## src/rtl/tunnel_pkg.sv

```systemverilog
// tunnel_pkg: shared definitions for the tunnel game controller and the
// icon/wall video controller that consumes game_info_reg.
//   - game_state_t     : state encoding seen on the game_state output
//   - GI_*             : game_info_reg bit positions
//   - DRIFT_*          : wall drift codes carried in game_info_reg[2:1]
//   - DEF_*            : default parameter values
//   - lfsr8_next       : one step of the x^8+x^6+x^5+x^4+1 Fibonacci LFSR
//   - drift_code       : maps raw LFSR bits to a legal drift code
package tunnel_pkg;

   typedef enum logic [2:0] {
      ST_IDLE      = 3'd0,
      ST_COUNTDOWN = 3'd1,
      ST_PLAY      = 3'd2,
      ST_PAUSE     = 3'd3,
      ST_HIT       = 3'd4,
      ST_GAME_OVER = 3'd5
   } game_state_t;

   localparam int GI_MOVE_LEFT = 0;
   localparam int GI_DRIFT_LO  = 1;
   localparam int GI_DRIFT_HI  = 2;
   localparam int GI_RUNNING   = 3;
   localparam int GI_HIT       = 4;
   localparam int GI_LIVES_LO  = 5;
   localparam int GI_LIVES_HI  = 7;

   localparam logic [1:0] DRIFT_HOLD = 2'b00;
   localparam logic [1:0] DRIFT_DOWN = 2'b01;
   localparam logic [1:0] DRIFT_UP   = 2'b10;

   localparam int         DEF_COUNTDOWN_FRAMES = 60;
   localparam int         DEF_HIT_FRAMES       = 30;
   localparam int         DEF_WALL_PERIOD      = 8;
   localparam int         DEF_LIVES            = 3;
   localparam logic [7:0] DEF_LFSR_SEED        = 8'hA5;

   // Taps 8,6,5,4 -> bits 7,5,4,3; maximal length, so a nonzero seed never reaches 0.
   function automatic logic [7:0] lfsr8_next(input logic [7:0] q);
      return {q[6:0], q[7] ^ q[5] ^ q[4] ^ q[3]};
   endfunction

   // 2'b11 is not a drift direction; treat it as hold.
   function automatic logic [1:0] drift_code(input logic [1:0] raw);
      return (raw == 2'b11) ? DRIFT_HOLD : raw;
   endfunction

endpackage

```

## src/rtl/tunnel_game_sequencer_if.sv

```systemverilog
// tunnel_game_sequencer_if: buttons and video datapath inputs plus the game
// outputs of the tunnel game sequencer.
//   master : board/video side, drives buttons and pixel stream, reads results
//   slave  : the sequencer
// There is no valid/ready handshake on this bus: buttons are debounced levels,
// the pixel inputs are qualified by the (0,0) start-of-frame position, and
// every output is a register that changes only on a clock edge.
interface tunnel_game_sequencer_if;
   import tunnel_pkg::*;

   logic        btn_start;
   logic        btn_left;
   logic        btn_right;
   logic [9:0]  Pixel_row;
   logic [9:0]  Pixel_column;
   logic [1:0]  icon;
   logic [1:0]  wall;
   logic [7:0]  game_info_reg;
   logic [15:0] score;
   game_state_t game_state;
   logic        frame_tick;

   modport master (
      output btn_start, btn_left, btn_right, Pixel_row, Pixel_column, icon, wall,
      input  game_info_reg, score, game_state, frame_tick
   );

   modport slave (
      input  btn_start, btn_left, btn_right, Pixel_row, Pixel_column, icon, wall,
      output game_info_reg, score, game_state, frame_tick
   );

endinterface

```

## src/rtl/tunnel_lfsr8.sv

```systemverilog
// tunnel_lfsr8: 8-bit Fibonacci LFSR used for wall drift.
//   clock, rst : clock and synchronous active-high reset (loads seed)
//   load       : load seed (game start)
//   seed       : value loaded on reset and load
//   advance    : step once
//   q          : current LFSR value
module tunnel_lfsr8
   import tunnel_pkg::*;
(
   input  logic       clock,
   input  logic       rst,
   input  logic       load,
   input  logic [7:0] seed,
   input  logic       advance,
   output logic [7:0] q
);

   always_ff @(posedge clock) begin
      if (rst || load) begin
         q <= seed;
      end else if (advance) begin
         q <= lfsr8_next(q);
      end
   end

endmodule

```

## src/rtl/tunnel_game_sequencer.sv

```systemverilog
// tunnel_game_sequencer: frame-level controller for the tunnel game.
// Sequences IDLE/COUNTDOWN/PLAY/PAUSE/HIT/GAME_OVER, detects icon/wall
// coincidence, keeps lives and a saturating score and drives game_info_reg.
//   clock : 25 MHz pixel clock
//   rst   : synchronous active-high reset
//   bus   : tunnel_game_sequencer_if.slave (buttons, pixel stream, outputs)
// All outputs are registered and update on the edge closing the sof cycle.
module tunnel_game_sequencer
   import tunnel_pkg::*;
#(
   parameter int         COUNTDOWN_FRAMES = DEF_COUNTDOWN_FRAMES,
   parameter int         HIT_FRAMES       = DEF_HIT_FRAMES,
   parameter int         WALL_PERIOD      = DEF_WALL_PERIOD,
   parameter int         LIVES            = DEF_LIVES,
   parameter logic [7:0] LFSR_SEED        = DEF_LFSR_SEED
) (
   input logic                    clock,
   input logic                    rst,
   tunnel_game_sequencer_if.slave bus
);

   localparam int CNT_MAX = (COUNTDOWN_FRAMES > HIT_FRAMES) ? COUNTDOWN_FRAMES : HIT_FRAMES;
   localparam int CW      = $clog2(CNT_MAX + 1) + 1;
   localparam int WW      = $clog2(WALL_PERIOD + 1) + 1;
   localparam logic [2:0] LIVES_INIT = 3'(LIVES);

   game_state_t   state_q, state_d;
   logic [CW-1:0] cnt_q, cnt_d;
   logic [WW-1:0] wall_cnt_q, wall_cnt_d;
   logic [2:0]    lives_q, lives_d;
   logic [15:0]   score_q, score_d;
   logic          hit_pending_q, hit_pending_d;
   logic          move_q, move_d;
   logic [1:0]    drift_q, drift_d;
   logic [7:0]    info_q;
   logic          tick_q;
   logic          at0_q, btn_start_q;
   logic          lfsr_load, lfsr_adv;
   logic [7:0]    lfsr_q;

   logic at0, sof, start_edge, coincide, hit;

   assign at0        = (bus.Pixel_row == 10'd0) && (bus.Pixel_column == 10'd0);
   assign sof        = at0 && !at0_q;
   assign start_edge = bus.btn_start && !btn_start_q;
   assign coincide   = (bus.icon != 2'b00) && (bus.wall != 2'b00);

   tunnel_lfsr8 u_lfsr (
      .clock   (clock),
      .rst     (rst),
      .load    (lfsr_load),
      .seed    (LFSR_SEED),
      .advance (lfsr_adv),
      .q       (lfsr_q)
   );

   always_ff @(posedge clock) begin
      if (rst) begin
         state_q       <= ST_IDLE;
         cnt_q         <= '0;
         wall_cnt_q    <= '0;
         lives_q       <= 3'd0;
         score_q       <= 16'd0;
         hit_pending_q <= 1'b0;
         move_q        <= 1'b0;
         drift_q       <= DRIFT_HOLD;
         info_q        <= 8'h00;
         tick_q        <= 1'b0;
         at0_q         <= 1'b0;
         btn_start_q   <= 1'b0;
      end else begin
         state_q       <= state_d;
         cnt_q         <= cnt_d;
         wall_cnt_q    <= wall_cnt_d;
         lives_q       <= lives_d;
         score_q       <= score_d;
         hit_pending_q <= hit_pending_d;
         move_q        <= move_d;
         drift_q       <= drift_d;
         info_q        <= {lives_d, state_d == ST_HIT, state_d == ST_PLAY, drift_d, move_d};
         tick_q        <= sof;
         at0_q         <= at0;
         btn_start_q   <= bus.btn_start;
      end
   end

   always_comb begin
      state_d       = state_q;
      cnt_d         = cnt_q;
      wall_cnt_d    = wall_cnt_q;
      lives_d       = lives_q;
      score_d       = score_q;
      hit_pending_d = hit_pending_q;
      move_d        = move_q;
      drift_d       = drift_q;
      lfsr_load     = 1'b0;
      lfsr_adv      = 1'b0;
      hit           = hit_pending_q | coincide;

      if (sof) begin
         move_d = bus.btn_left && !bus.btn_right;
      end

      case (state_q)
         ST_IDLE, ST_GAME_OVER: begin
            drift_d       = DRIFT_HOLD;
            cnt_d         = '0;
            hit_pending_d = 1'b0;
            if (start_edge) begin
               state_d    = ST_COUNTDOWN;
               lives_d    = LIVES_INIT;
               score_d    = 16'd0;
               cnt_d      = CW'(COUNTDOWN_FRAMES);
               wall_cnt_d = '0;
               lfsr_load  = 1'b1;
            end
         end
         ST_COUNTDOWN: begin
            drift_d       = DRIFT_HOLD;
            hit_pending_d = 1'b0;
            if (sof) begin
               if (cnt_q <= CW'(1)) begin
                  state_d = ST_PLAY;
                  cnt_d   = '0;
               end else begin
                  cnt_d = cnt_q - CW'(1);
               end
            end
         end
         ST_PLAY: begin
            // A pause press wins over a coincident sof and drops any pending hit.
            if (start_edge) begin
               state_d       = ST_PAUSE;
               hit_pending_d = 1'b0;
            end else if (sof) begin
               hit_pending_d = 1'b0;
               if (hit && lives_q <= 3'd1) begin
                  lives_d = 3'd0;
                  drift_d = DRIFT_HOLD;
                  state_d = ST_GAME_OVER;
               end else if (hit) begin
                  lives_d = lives_q - 3'd1;
                  cnt_d   = CW'(HIT_FRAMES);
                  state_d = ST_HIT;
               end else begin
                  if (score_q != 16'hFFFF) begin
                     score_d = score_q + 16'd1;
                  end
                  if (wall_cnt_q >= WW'(WALL_PERIOD - 1)) begin
                     wall_cnt_d = '0;
                     lfsr_adv   = 1'b1;
                     drift_d    = drift_code(lfsr8_next(lfsr_q)[1:0]);
                  end else begin
                     wall_cnt_d = wall_cnt_q + WW'(1);
                  end
               end
            end else if (coincide) begin
               hit_pending_d = 1'b1;
            end
         end
         ST_PAUSE: begin
            hit_pending_d = 1'b0;
            if (start_edge) begin
               state_d = ST_PLAY;
            end
         end
         ST_HIT: begin
            hit_pending_d = 1'b0;
            if (sof) begin
               if (cnt_q <= CW'(1)) begin
                  state_d = ST_PLAY;
                  cnt_d   = '0;
               end else begin
                  cnt_d = cnt_q - CW'(1);
               end
            end
         end
         default: begin
            state_d = ST_IDLE;
            cnt_d   = '0;
            drift_d = DRIFT_HOLD;
         end
      endcase
   end

   assign bus.game_info_reg = info_q;
   assign bus.score         = score_q;
   assign bus.game_state    = state_q;
   assign bus.frame_tick    = tick_q;

endmodule

```

## src/flat_wrapper.sv

```systemverilog
// flat-port wrapper written by rule: the top's interface ports become plain ports
module tunnel_game_sequencer_flat import tunnel_pkg::*;
#(
   parameter int         COUNTDOWN_FRAMES = DEF_COUNTDOWN_FRAMES,
   parameter int         HIT_FRAMES       = DEF_HIT_FRAMES,
   parameter int         WALL_PERIOD      = DEF_WALL_PERIOD,
   parameter int         LIVES            = DEF_LIVES,
   parameter logic [7:0] LFSR_SEED        = DEF_LFSR_SEED
)
  (clock, rst, bus_btn_start, bus_btn_left, bus_btn_right, bus_Pixel_row, bus_Pixel_column, bus_icon, bus_wall, bus_game_info_reg, bus_score, bus_game_state, bus_frame_tick);
  tunnel_game_sequencer_if bus_i ();
  input logic clock;
  input logic rst;
  input wire logic [$bits(bus_i.btn_start)-1:0] bus_btn_start;
  input wire logic [$bits(bus_i.btn_left)-1:0] bus_btn_left;
  input wire logic [$bits(bus_i.btn_right)-1:0] bus_btn_right;
  input wire logic [$bits(bus_i.Pixel_row)-1:0] bus_Pixel_row;
  input wire logic [$bits(bus_i.Pixel_column)-1:0] bus_Pixel_column;
  input wire logic [$bits(bus_i.icon)-1:0] bus_icon;
  input wire logic [$bits(bus_i.wall)-1:0] bus_wall;
  output wire logic [$bits(bus_i.game_info_reg)-1:0] bus_game_info_reg;
  output wire logic [$bits(bus_i.score)-1:0] bus_score;
  output wire logic [$bits(bus_i.game_state)-1:0] bus_game_state;
  output wire logic [$bits(bus_i.frame_tick)-1:0] bus_frame_tick;
  assign bus_i.btn_start = bus_btn_start;
  assign bus_i.btn_left = bus_btn_left;
  assign bus_i.btn_right = bus_btn_right;
  assign bus_i.Pixel_row = bus_Pixel_row;
  assign bus_i.Pixel_column = bus_Pixel_column;
  assign bus_i.icon = bus_icon;
  assign bus_i.wall = bus_wall;
  assign bus_game_info_reg = bus_i.game_info_reg;
  assign bus_score = bus_i.score;
  assign bus_game_state = bus_i.game_state;
  assign bus_frame_tick = bus_i.frame_tick;
  tunnel_game_sequencer #(.COUNTDOWN_FRAMES(COUNTDOWN_FRAMES), .HIT_FRAMES(HIT_FRAMES), .WALL_PERIOD(WALL_PERIOD), .LIVES(LIVES), .LFSR_SEED(LFSR_SEED)) u_core (.clock(clock), .rst(rst), .bus(bus_i));
endmodule
```

## config.mk

```make
export PLATFORM = sky130hd
export DESIGN_NAME = tunnel_game_sequencer_flat
export DESIGN_NICKNAME = d
export VERILOG_FILES = /design/src/rtl/tunnel_pkg.sv /design/src/rtl/tunnel_game_sequencer_if.sv /design/src/rtl/tunnel_lfsr8.sv /design/src/rtl/tunnel_game_sequencer.sv /design/src/flat_wrapper.sv
export SDC_FILE = /design/constraint.sdc
export NUM_CORES = 1
export LEC_CHECK = 0
export BUFFER_PORTS_ARGS = -buffer_cell sky130_fd_sc_hd__buf_2
export CAP_MARGIN = 25
export CORE_MARGIN = 2
export CORE_UTILIZATION = 30
export DETAILED_ROUTE_END_ITERATION = 6
export HOLD_SLACK_MARGIN = 0.05
export PLACE_DENSITY = 0.57
export SETUP_SLACK_MARGIN = 0.4
export SYNTH_ARGS = -nofsm -noshare
export SYNTH_HDL_FRONTEND = slang
export SYNTH_SLANG_ARGS = --single-unit
export TNS_END_PERCENT = 20
```

## constraint.sdc

```tcl
create_clock -name clock -period 2.3 [get_ports clock]
set_clock_uncertainty 0.15 [all_clocks]
set_input_delay 0.23 -clock clock [delete_from_list [all_inputs] [get_ports clock]]
set_output_delay 0.23 -clock clock [all_outputs]
set_load 0.01 [all_outputs]
```

-- Word level (Yosys, flattened, before mapping)
Index checks and enable logic that the tools add are counted.
- register bits after elaboration: 57
- output and inout port bits: 28
- add/subtract/negate cells: 4
- order comparisons: 3
- muxes and demuxes: 57
- reductions and logical operators: 25
- bitwise logic cells: 5
- eq/ne operators: 18
- operators with widths (cell ; count):
    two-way mux 16 bit ; 6
    two-way mux 7 bit ; 6
    two-way mux 3 bit ; 13
    one-hot mux 16 bit (2 select lines) ; 1
    two-way mux 5 bit ; 6
    one-hot mux 7 bit (4 select lines) ; 1
    zero test 10 bit ; 2
    adder 16 x 1 -> 16 bit, second input constant ; 1
    != test 16 bit, second input constant ; 1
    two-way mux 1 bit ; 12
    two-way mux 2 bit ; 6
    one-hot mux 3 bit (4 select lines) ; 1
    AND reduction 6 bit ; 2
    != test 2 x 1 -> 1 bit, second input constant ; 5
    one-hot mux 5 bit (2 select lines) ; 1
    == test 3 x 2 -> 1 bit, second input constant ; 3
    == test 3 bit, second input constant ; 3
    nonzero test 2 bit ; 4
    <= comparator 7 x 1 -> 1 bit, second input constant ; 1
    AND reduction 7 bit ; 1
    subtractor 7 x 1 -> 7 bit, second input constant ; 1
    logical AND 1 bit ; 6
    two-way mux 6 bit ; 1
    != test 2 bit, second input constant ; 3
    19 further kinds ; 25

-- Depth between registers and ports, before layout
Gate-level depths: netlist of run 1.
- depth in word-level cells: 11
- depth in mapped cells: 9
- depth with buffers taken out: 8

-- Modules after synthesis
A second synthesis of run 1 with hierarchy kept.
- cell total of the unflattened synthesis: 333
- area, all modules: 2915.3 µm²
- by module, submodules not included (module ; seq. area each (µm²) ; instances ; area an instance (µm²) ; cells each):
    tunnel_game_sequencer ; 860.8 ; 1 ; 2543.7 ; 311
    tunnel_lfsr8 ; 240.2 ; 1 ; 371.6 ; 22

-- Worst setup path after synthesis of run 1
OpenSTA, ideal clock, no wires.
- kind: register to register
- from: reg u_core.state_q[0], in the netlist u_core.bus.game_state[0]
- to: reg u_core.score_q[11], in the netlist u_core.bus.score[11]
- path slack: -0.185 ns
- required time: 2.034 ns
- period minus slack after synthesis: 2.485 ns
- data arrival time: 2.218 ns
- stages on the path, launching flop included: 9
- cell sequence: dfxtp_1 buf_4 or3b_1 or4_4 o21a_1 buf_6 nor3_4 a31oi_1 a41o_1
- cells in the longest elaborated chain, start to end: 4
- RTL lines (item ; RTL line ; source):
    start: declaration ; tunnel_game_sequencer.sv:27 ; game_state_t state_q, state_d;
    start signal: assignment ; tunnel_game_sequencer.sv:72 ; state_q <= state_d;
    == test 3 bit or zero test 3 bit (tied branches) ; tunnel_game_sequencer.sv:104 ; case (state_q)
    OR reduction 2 bit ; tunnel_game_sequencer.sv:104 ;
    != test 2 x 1 -> 1 bit (no source line) or nonzero test 2 bit (tied branches) ; -- ;
    AND reduction 7 bit (no source line) ; -- ;
    end signal: assignment ; tunnel_game_sequencer.sv:76 ; score_q <= score_d;
    end: declaration ; tunnel_game_sequencer.sv:31 ; logic [15:0] score_q, score_d;
Several ways; a longest one is shown, not always the timed one.
A chain may end at the register's enable or synchronous reset.

-- Worst setup path in the final report of run 1
- from: reg u_core.state_q[0], in the netlist u_core.bus.game_state[0]
- to: reg u_core.wall_cnt_q[2]
- cells in the longest elaborated chain, start to end: 4
- RTL lines (item ; RTL line ; source):
    == test 3 bit or zero test 3 bit (tied branches) ; tunnel_game_sequencer.sv:104 ;
    OR reduction 2 bit ; tunnel_game_sequencer.sv:104 ;
    != test 2 x 1 -> 1 bit (no source line) or nonzero test 2 bit (tied branches) ; -- ;
    AND reduction 6 bit (no source line) ; -- ;
    end signal: assignment ; tunnel_game_sequencer.sv:74 ; wall_cnt_q <= wall_cnt_d;
    end: declaration ; tunnel_game_sequencer.sv:29 ; logic [WW-1:0] wall_cnt_q, wall_cnt_d;
Several ways; a longest one is shown, not always the timed one.

==> results of run 1 <==
-- timing repair --
action / in CTS / in global routing
hold buffers: 3 / 0
hold endpoints to repair: 2 / 0
setup buffers: 4 / 2
pin swaps: 26 / 18
setup endpoints to repair: 46 / 46
gates resized for setup: 45 / 25
-- power groups by stage --
stage / clock [mW] / combinational, mW / sequential, mW
3_3_place_gp: 0 / 0.290 / 0.929
2_1_floorplan: 0 / 0.180 / 0.933
4_1_cts: 0.594 / 0.352 / 0.914
3_5_place_dp: 0 / 0.293 / 0.930
5_1_grt: 0.628 / 0.418 / 0.916
6_report: 0.574 / 0.382 / 0.914
-- metrics by stage --
step                std cells  setup slack [ns]
finish                    533          -0.00471
floorplan                 330           -0.0745
global route              533           -0.0604
global placement          516            -0.280
detailed placement        516            -0.341
CTS                       531           -0.0488
-- worst reg2reg max path, stage by stage (launching register included) --
cell and delay (ns):
dfxtp_2 0.34, or3b_4 0.40, or4_4 0.47, nor3_4 0.18
nor2_2 0.06, or4b_1 0.50, a21oi_1 0.14
-- how the worst max path moves through the flow --
stage,from,end,slack (ns),depth (start not counted)
after floorplan,bus_Pixel_row[2],u_core.bus.score[11],-0.07,7
after global placement,bus_Pixel_row[2],u_core.bus.score[11],-0.28,7
after detailed placement,bus_Pixel_row[2],u_core.bus.score[11],-0.34,7
after CTS,u_core.bus.game_state[0],u_core.bus.score[11],-0.05,6
after global routing,u_core.bus.game_state[0],u_core.bus.score[11],-0.06,6
final,u_core.bus.game_state[0],u_core.wall_cnt_q[2],-0.005,6
-- kinds of logic after synthesis --
kind of cell | after synthesis | share of synthesized area (%)
AO/OA/AOI/OAI | 71 | 17.2
XOR/XNOR | 10 | 3.21
adder cells (fa/ha/maj) | 6 | 2.75
buffers and inverters | 24 | 4.72
flip-flops | 51 | 37.4
multiplexers | 9 | 3.30
AND/OR/NAND/NOR | 159 | 31.4
-- per-layer routing --
layer	up-vias	share of wire, %
met5	-	0
met4	0	0.69
met3	4	4.1
met2	58	50
met1	1323	45
li1	1391	-
-- final cells by class --
| class | count | area, µm² |
|---|---|---|
| clock buffers | 5 | 68.8 |
| clock inverters | 3 | 27.5 |
| fillers | 894 | 4930 |
| inverters | 7 | 30.0 |
| multi-input cells | 255 | 1860 |
| flip-flops and latches | 51 | 1020 |
| well taps | 108 | 135 |
| repair buffers | 104 | 681 |
-- placed cells by master, fill, tap and decap left out, types with 7 or more instances in the layout --
cell	n
a21oi_1	17
buf_2	55
buf_4	38
buf_6	8
dfxtp_1	48
mux2i_1	9
nand2_1	23
nand2b_1	8
nand3_1	12
nand4_1	7
nor2_1	42
o21ai_0	8
xnor2_1	8
==> results.txt, run 1 <==
----------------------------------------------------
[Status]
  Result of the run ... finished, violations left
  Violations in the final reports ... setup timing

[Global route]
  Antenna violations before repair ... 0
  Met2 layer usage reported by global route ... about 27%
  Total global routing overflow ... 0
  Fraction of met3 tracks used by global routing ... under 10%
  Peak-usage layer in the global routing report ... met2
  Vias in the first global route ... between 2k and 3k
  Combined global-route utilization of all metal layers ... between 10% and 20%
  Pin count of the biggest net entering global routing ... 20
  Global routing usage on met1 ... 19.6%
  Wire length of the first global-routing pass ... between 10,000 and 15,000 µm

[Yosys]
  Average cell area after synthesis ... slightly above 8 µm²
  Number of warnings printed during yosys synthesis ... 0
  Number of instances in the synthesized netlist ... 330
  Yosys top cell area share ... roughly 37%
  Count of cell types in the netlist ... 57
  Cell types with the largest area share after synthesis ... dfxtp_1 (37%), nor2_1 (5.9%), a21oi_1 (3.9%)
  Sequential-to-total area share from yosys stat ... a little under two fifths
  Number of enable flip-flop cells after synthesis ... 0
  Most used flip-flop cell after synthesis ... dfxtp_1
  Most area-hungry cell type in the Yosys netlist ... dfxtp_1
  Top cell types by occurrence after synthesis ... dfxtp_1 (51), nor2_1 (43), nand2_1 (24)
  Proportion of register bits with asynchronous set or reset after synthesis ... 0%
  Synthesized Nets ... between 300 and 400
  Netlist area before placement ... 2730 µm²
  Count of state elements after synthesis ... about 50
  Library cell with the highest instance count after synthesis ... dfxtp_1

[Critical path]
  Worst R2R Path Depth ... 6
  Startpoint kind of the worst setup timing path ... register
  Critical path's slowest cell ... or4b_1
  Maximum fanout along the worst path ... 3
  CP Data Arrival Time ... between 2 and 2.5 ns
  Worst-path cell chain ... or3b_4 > or4_4 > nor3_4 > nor2_2 > or4b_1 > a21oi_1
  FF-to-FF Start ... u_core.bus.game_state[0]
  Largest stage delay, worst path ... around 0.5 ns
  Count of buffer and inverter cells on the critical path ... 0
  Register-to-register setup slack ... -0.005 ns
  Capture point of the worst reg-to-reg path ... u_core.wall_cnt_q[2]
  Setup CP Type ... reg -> reg
  Data required time at the worst endpoint ... between 2 and 2.5 ns
  Kind of cell adding the most delay to the critical path ... simple AND/OR/NAND/NOR gates
  Element type at the critical path end ... register

[STA]
  Unrepaired setup endpoints after global routing ... true
  Maximum frequency from static timing analysis ... between 400 and 500 MHz
  Final worst path period need ... between 2 and 2.5 ns
  Number of endpoints failing setup at the final stage ... 2
  Final WS setup ... -0.00471 ns
  Final count of pins violating max slew ... 0
  Final hold violation count ... 0
  Max-slew headroom at the worst pin ... roughly two thirds
  Setup TNS ... -0.00719 ns
  Tcrit/Tclk final ... 100%
  Worst hold margin ... 0.0970 ns
  Slew @ Worst Pin ... between 0.5 and 0.6 ns

[Power]
  Switch share ... approximately 30%
  Net switching power figure ... 0.566 mW
  Clock Power Share ... a little under a third
  PwrDens ... 489 nW/µm²
  Internal portion of total power ... 1.30 mW
  Leakage power ... between 1.5 and 2 nW
  Gate power share ... about a fifth
  Total design power ... 1.87 mW
  Share of total power in sequential cells ... between 40 and 50%
  Highest ir drop seen on vdd ... ~0.00026 V

[Floorplanning]
  Core Area ... around 9000 µm²
  Total die area ... just under 10,000 µm²
  Initial standard-cell utilization of the core ... 31.1%
  Standard-cell rows ... 34
  DIE WIDTH ... ~99 µm
  Die Span Y ... slightly below 100 µm
  I/O pin cnt ... 57

[Layout]
  Antenna cells ... 0
  Post-route standard cell area excluding fillers ... between 3000 and 4000 µm²
  Ratio of cells with drive above 1 in the final layout ... 39.8%
  Final design utilization ... a little over two fifths
  Synthesis-to-layout area growth ... 40.3%
  Flip-flop count of the largest register, all copies and words added ... 16
  Net count of the finished layout ... 459

[Placed design]
  Final RePlAce weighted congestion ... 0.845
  Detailed-placement wirelength estimate ... ~5600 µm
  Number of port buffers ... between 50 and 60
  Instance area after placement ... about 3300 µm²

[Clock tree]
  Total number of H-tree levels ... 2
  Clock tree from TritonCTS ... done
  Longest Clk Path Bufs ... 2
  CTS root buf ... clkbuf_8
  Insertion delay of the later-clocked pin in the worst-skew pair ... ~0.32 ns
  Number of buffers created by CTS ... 5
  Clock transition at the register clock pins on the worst setup and hold paths after CTS ... between 0.1 and 0.15 ns
  Number of clock sinks ... 51

[Route]
  Via density per instance ... roughly 5.2
  1st-pass router iterations ... 4
  DRC Markers ... 0
  Total wirelength of the detailed-routed design ... approximately 7700 µm
  Final ANT Viol Nets ... 0
  Average wire per standard cell ... 14.4 µm
  Total via count after detailed routing ... 2,776
  First-iteration detailed-routing DRC count ... 94

[Hold path]
  Hold path startpoint ... bus_Pixel_row[7]
  Endpoint of the worst hold-timing path ... u_core.at0_q
  Class of the most critical hold timing path ... in -> reg
  Number of stages on the worst hold path ... 4

[Run]
  Max-cap violations ... 0

----------------------------------------------------
Note: power is estimated with default switching activity, not from simulation.
==> run 2: changes to the inputs <==
CORE_UTILIZATION = 49   (was 30)
PLACE_DENSITY = 0.82   (was 0.57)
==> run 2 against run 1 <==
Effect of this change:
- the run still ends with setup timing left
- clock power down 3%
- count of clock-buffer cells in the layout unchanged
- final cell count down 6.0%
- sequential share of layout area up 1.0 points
- die area down 37%
- sequential power about the same
- utilization up 24 points
- global-route usage up 8.6 points
- via count up 3.1%
- register-to-register slack about the same
- highest routed layer unchanged
==> results.txt, run 2 (synthesized netlist as in run 1, its figures left out) <==
----------------------------------------------------
[Clock tree]
  Clock transition at the register clock pins on the worst setup and hold paths after CTS ... 0.10 ns (was 0.11 ns)
  Number of clock sinks ... 51 (unchanged)
  CTS root buf ... clkbuf_8 (unchanged)
  Clock tree from TritonCTS ... done (unchanged)
  Insertion delay of the later-clocked pin in the worst-skew pair ... 0.31 ns (was 0.32 ns)
  Number of buffers created by CTS ... 5 (unchanged)
  Total number of H-tree levels ... 2 (unchanged)
  Longest Clk Path Bufs ... 2 (unchanged)

[Critical path]
  Setup CP Type ... reg -> reg (unchanged)
  Register-to-register setup slack ... -0.02 ns (was -0.005 ns)
  Critical path's slowest cell ... or4_4 (was or4b_1)
  Element type at the critical path end ... register (unchanged)
  Data required time at the worst endpoint ... 2.36 ns (was 2.40 ns)
  Largest stage delay, worst path ... 0.47 ns (was 0.50 ns)
  Count of buffer and inverter cells on the critical path ... 0 (unchanged)
  Worst-path cell chain ... or3b_4 > or4_4 > o21a_4 > nor3_4 > a31oi_1 > a41o_1 (was or3b_4 > or4_4 > nor3_4 > nor2_2 > or4b_1 > a21oi_1)
  CP Data Arrival Time ... 2.38 ns (was 2.41 ns)
  Kind of cell adding the most delay to the critical path ... simple AND/OR/NAND/NOR gates (unchanged)
  Maximum fanout along the worst path ... 7 (was 3)
  Startpoint kind of the worst setup timing path ... register (unchanged)

[Route]
  Total wirelength of the detailed-routed design ... 7510 µm (was 7650 µm)
  First-iteration detailed-routing DRC count ... 232 (was 94)
  Via density per instance ... 5.71 (was 5.21)
  1st-pass router iterations ... 5 (was 4)
  Final ANT Viol Nets ... 0 (unchanged)
  DRC Markers ... 0 (unchanged)
  Average wire per standard cell ... 15.0 µm (was 14.4 µm)
  Total via count after detailed routing ... 2,863 (was 2,776)

[Layout]
  Antenna cells ... 0 (unchanged)
  Final design utilization ... 68.0% (was 43.7%)
  Most frequent cells in the layout ... buf_2 (56), buf_4 (46), dfxtp_1 (45) (was buf_2 (55), dfxtp_1 (48), nor2_1 (42))
  Flip-flop count of the largest register, all copies and words added ... 16 (unchanged)
  Net count of the finished layout ... 463 (was 459)
  Most frequent standard cell in the layout excluding fill and tap cells ... buf_2 (unchanged)
  Synthesis-to-layout area growth ... 35.6% (was 40.3%)
  Ratio of cells with drive above 1 in the final layout ... 38.9% (was 39.8%)
  Layout Cells excl Fill ... 501 (was 533)

[Status]
  Result of the run ... finished, violations left (unchanged)
  Violations in the final reports ... setup timing (unchanged)

[STA]
  Maximum frequency from static timing analysis ... 431 MHz (was 434 MHz)
  Final count of pins violating max slew ... 0 (unchanged)
  Slew @ Worst Pin ... 0.521 ns (was 0.524 ns)
  Tcrit/Tclk final ... 101% (was 100%)
  Max-slew headroom at the worst pin ... 65.0% (was 64.7%)
  Final WS setup ... -0.0178 ns (was -0.00471 ns)
  Final worst path period need ... 2.32 ns (was 2.30 ns)
  Number of endpoints failing setup at the final stage ... 5 (was 2)
  Unrepaired setup endpoints after global routing ... true (unchanged)
  Final hold violation count ... 0 (unchanged)

[Power]
  Switch share ... 29.0% (was 30.2%)
  Clock Power Share ... 30.6% (was 30.7%)
  Share of total power in sequential cells ... 50.1% (was 48.9%)
  PwrDens ... 491 nW/µm² (was 489 nW/µm²)
  Net switching power figure ... 0.528 mW (was 0.566 mW)
  Internal portion of total power ... 1.29 mW (was 1.30 mW)
  Gate power share ... 19.3% (was 20.4%)
  Leakage power ... 1.60 nW (was 1.63 nW)
  Highest ir drop seen on vdd ... 0.000361 V (was 0.000257 V)

[Floorplanning]
  I/O pin cnt ... 57 (unchanged)
  Initial standard-cell utilization of the core ... 50.2% (was 31.1%)
  Core Area ... 5440 µm² (was 8760 µm²)
  Standard-cell rows ... 27 (was 34)
  DIE WIDTH ... 78.6 µm (was 99.4 µm)
  Total die area ... 6180 µm² (was 9880 µm²)
  Die Span Y ... 78.6 µm (was 99.4 µm)

[Placed design]
  Placed Instances ... 483 (was 516)
  Detailed-placement wirelength estimate ... 5240 µm (was 5580 µm)
  Final RePlAce weighted congestion ... 0.844 (was 0.845)
  Number of port buffers ... 56 (unchanged)

[Global route]
  Wire length of the first global-routing pass ... 12,200 µm (was 12,600 µm)
  Total global routing overflow ... 0 (unchanged)
  Combined global-route utilization of all metal layers ... 24.2% (was 15.6%)
  Vias in the first global route ... 2,744 (was 2,675)
  Pin count of the biggest net entering global routing ... 20 (unchanged)
  Antenna violations before repair ... 0 (unchanged)

[Hold path]
  Class of the most critical hold timing path ... in -> reg (unchanged)

[Run]
  Max-cap violations ... 0 (unchanged)

----------------------------------------------------
## run 2: changes by cell type in the layout (fill, tap and decap cells not counted), sizes merged
cell / previous run / this run
buf: 101 / 105
clkinvlp: 2 / 0
clkinv: 0 / 2
## run 2: cell type report
| type | count | area (µm²) |
|---|---|---|
| multi-input cells | 255 | 1770 |
| inverters | 7 | 26.3 |
| clock buffers | 5 | 68.8 |
| clock inverters | 3 | 28.8 |
| fillers | 430 | 1740 |
| repair buffers | 108 | 689 |
| flip-flops and latches | 51 | 1030 |
| well taps | 72 | 90.1 |
## run 2: power by group through the flow
stage | Clock (mW) | Sequential (mW) | Combinational (mW)
after global placement | 0 | 0.928 | 0.287
after global routing | 0.596 | 0.915 | 0.380
after floorplan | 0 | 0.933 | 0.180
after CTS | 0.568 | 0.911 | 0.327
after detailed placement | 0 | 0.930 | 0.296
final | 0.557 | 0.912 | 0.350
## run 2: repair_timing
item	CTS	global route
hold buffers	3	0
endpoints found under the setup margin	46	46
resized for setup	26	27
hold endpoints to repair	2	0
pin swaps	16	15
buffers inserted	4	3
## run 2: path summary, 6_finish.rpt
check / end / cells after the start / startpoint
worst max-delay path: u_core.bus.score[11] / 6 / u_core.bus.game_state[0]
worst min-delay path: u_core.at0_q / 4 / bus_Pixel_row[7]
worst max register to register: u_core.bus.score[11] / 6 / u_core.bus.game_state[0]
worst min register to register: u_core.bus.game_info_reg[0] / 2 / u_core.bus.game_info_reg[0]
## run 2: layer usage
metal / wire [µm] / GRT usage, %
met1: 3080 / 29.2
met2: 3900 / 42.9
met3: 330 / 4.14
met4: 197 / 8.60
met5: 0 / 0
## run 2: worst reg2reg max path, delay by kind of cell (launching register included)
kind | cells | cell delay [ns]
and+or+nand+nor | 3 | 1.12
AOI/OAI and AO/OA | 3 | 0.62
DFF | 1 | 0.33
## run 2: per-stage QoR
stage / TNS (ns) / hold WS (ns) / total power, mW / worst slack, ns / instance area, µm²
final: -0.0362 / 0.126 / 1.82 / -0.0178 / 3700
after global routing: -0.825 / 0.131 / 1.89 / -0.0869 / 3700
after CTS: -0.0563 / 0.113 / 1.81 / -0.0220 / 3580
after detailed placement: -6.68 / 0.292 / 1.23 / -0.316 / 3330
after global placement: -5.60 / 0.285 / 1.22 / -0.271 / 3330
after floorplan: -0.429 / 0.208 / 1.11 / -0.0745 / 2750
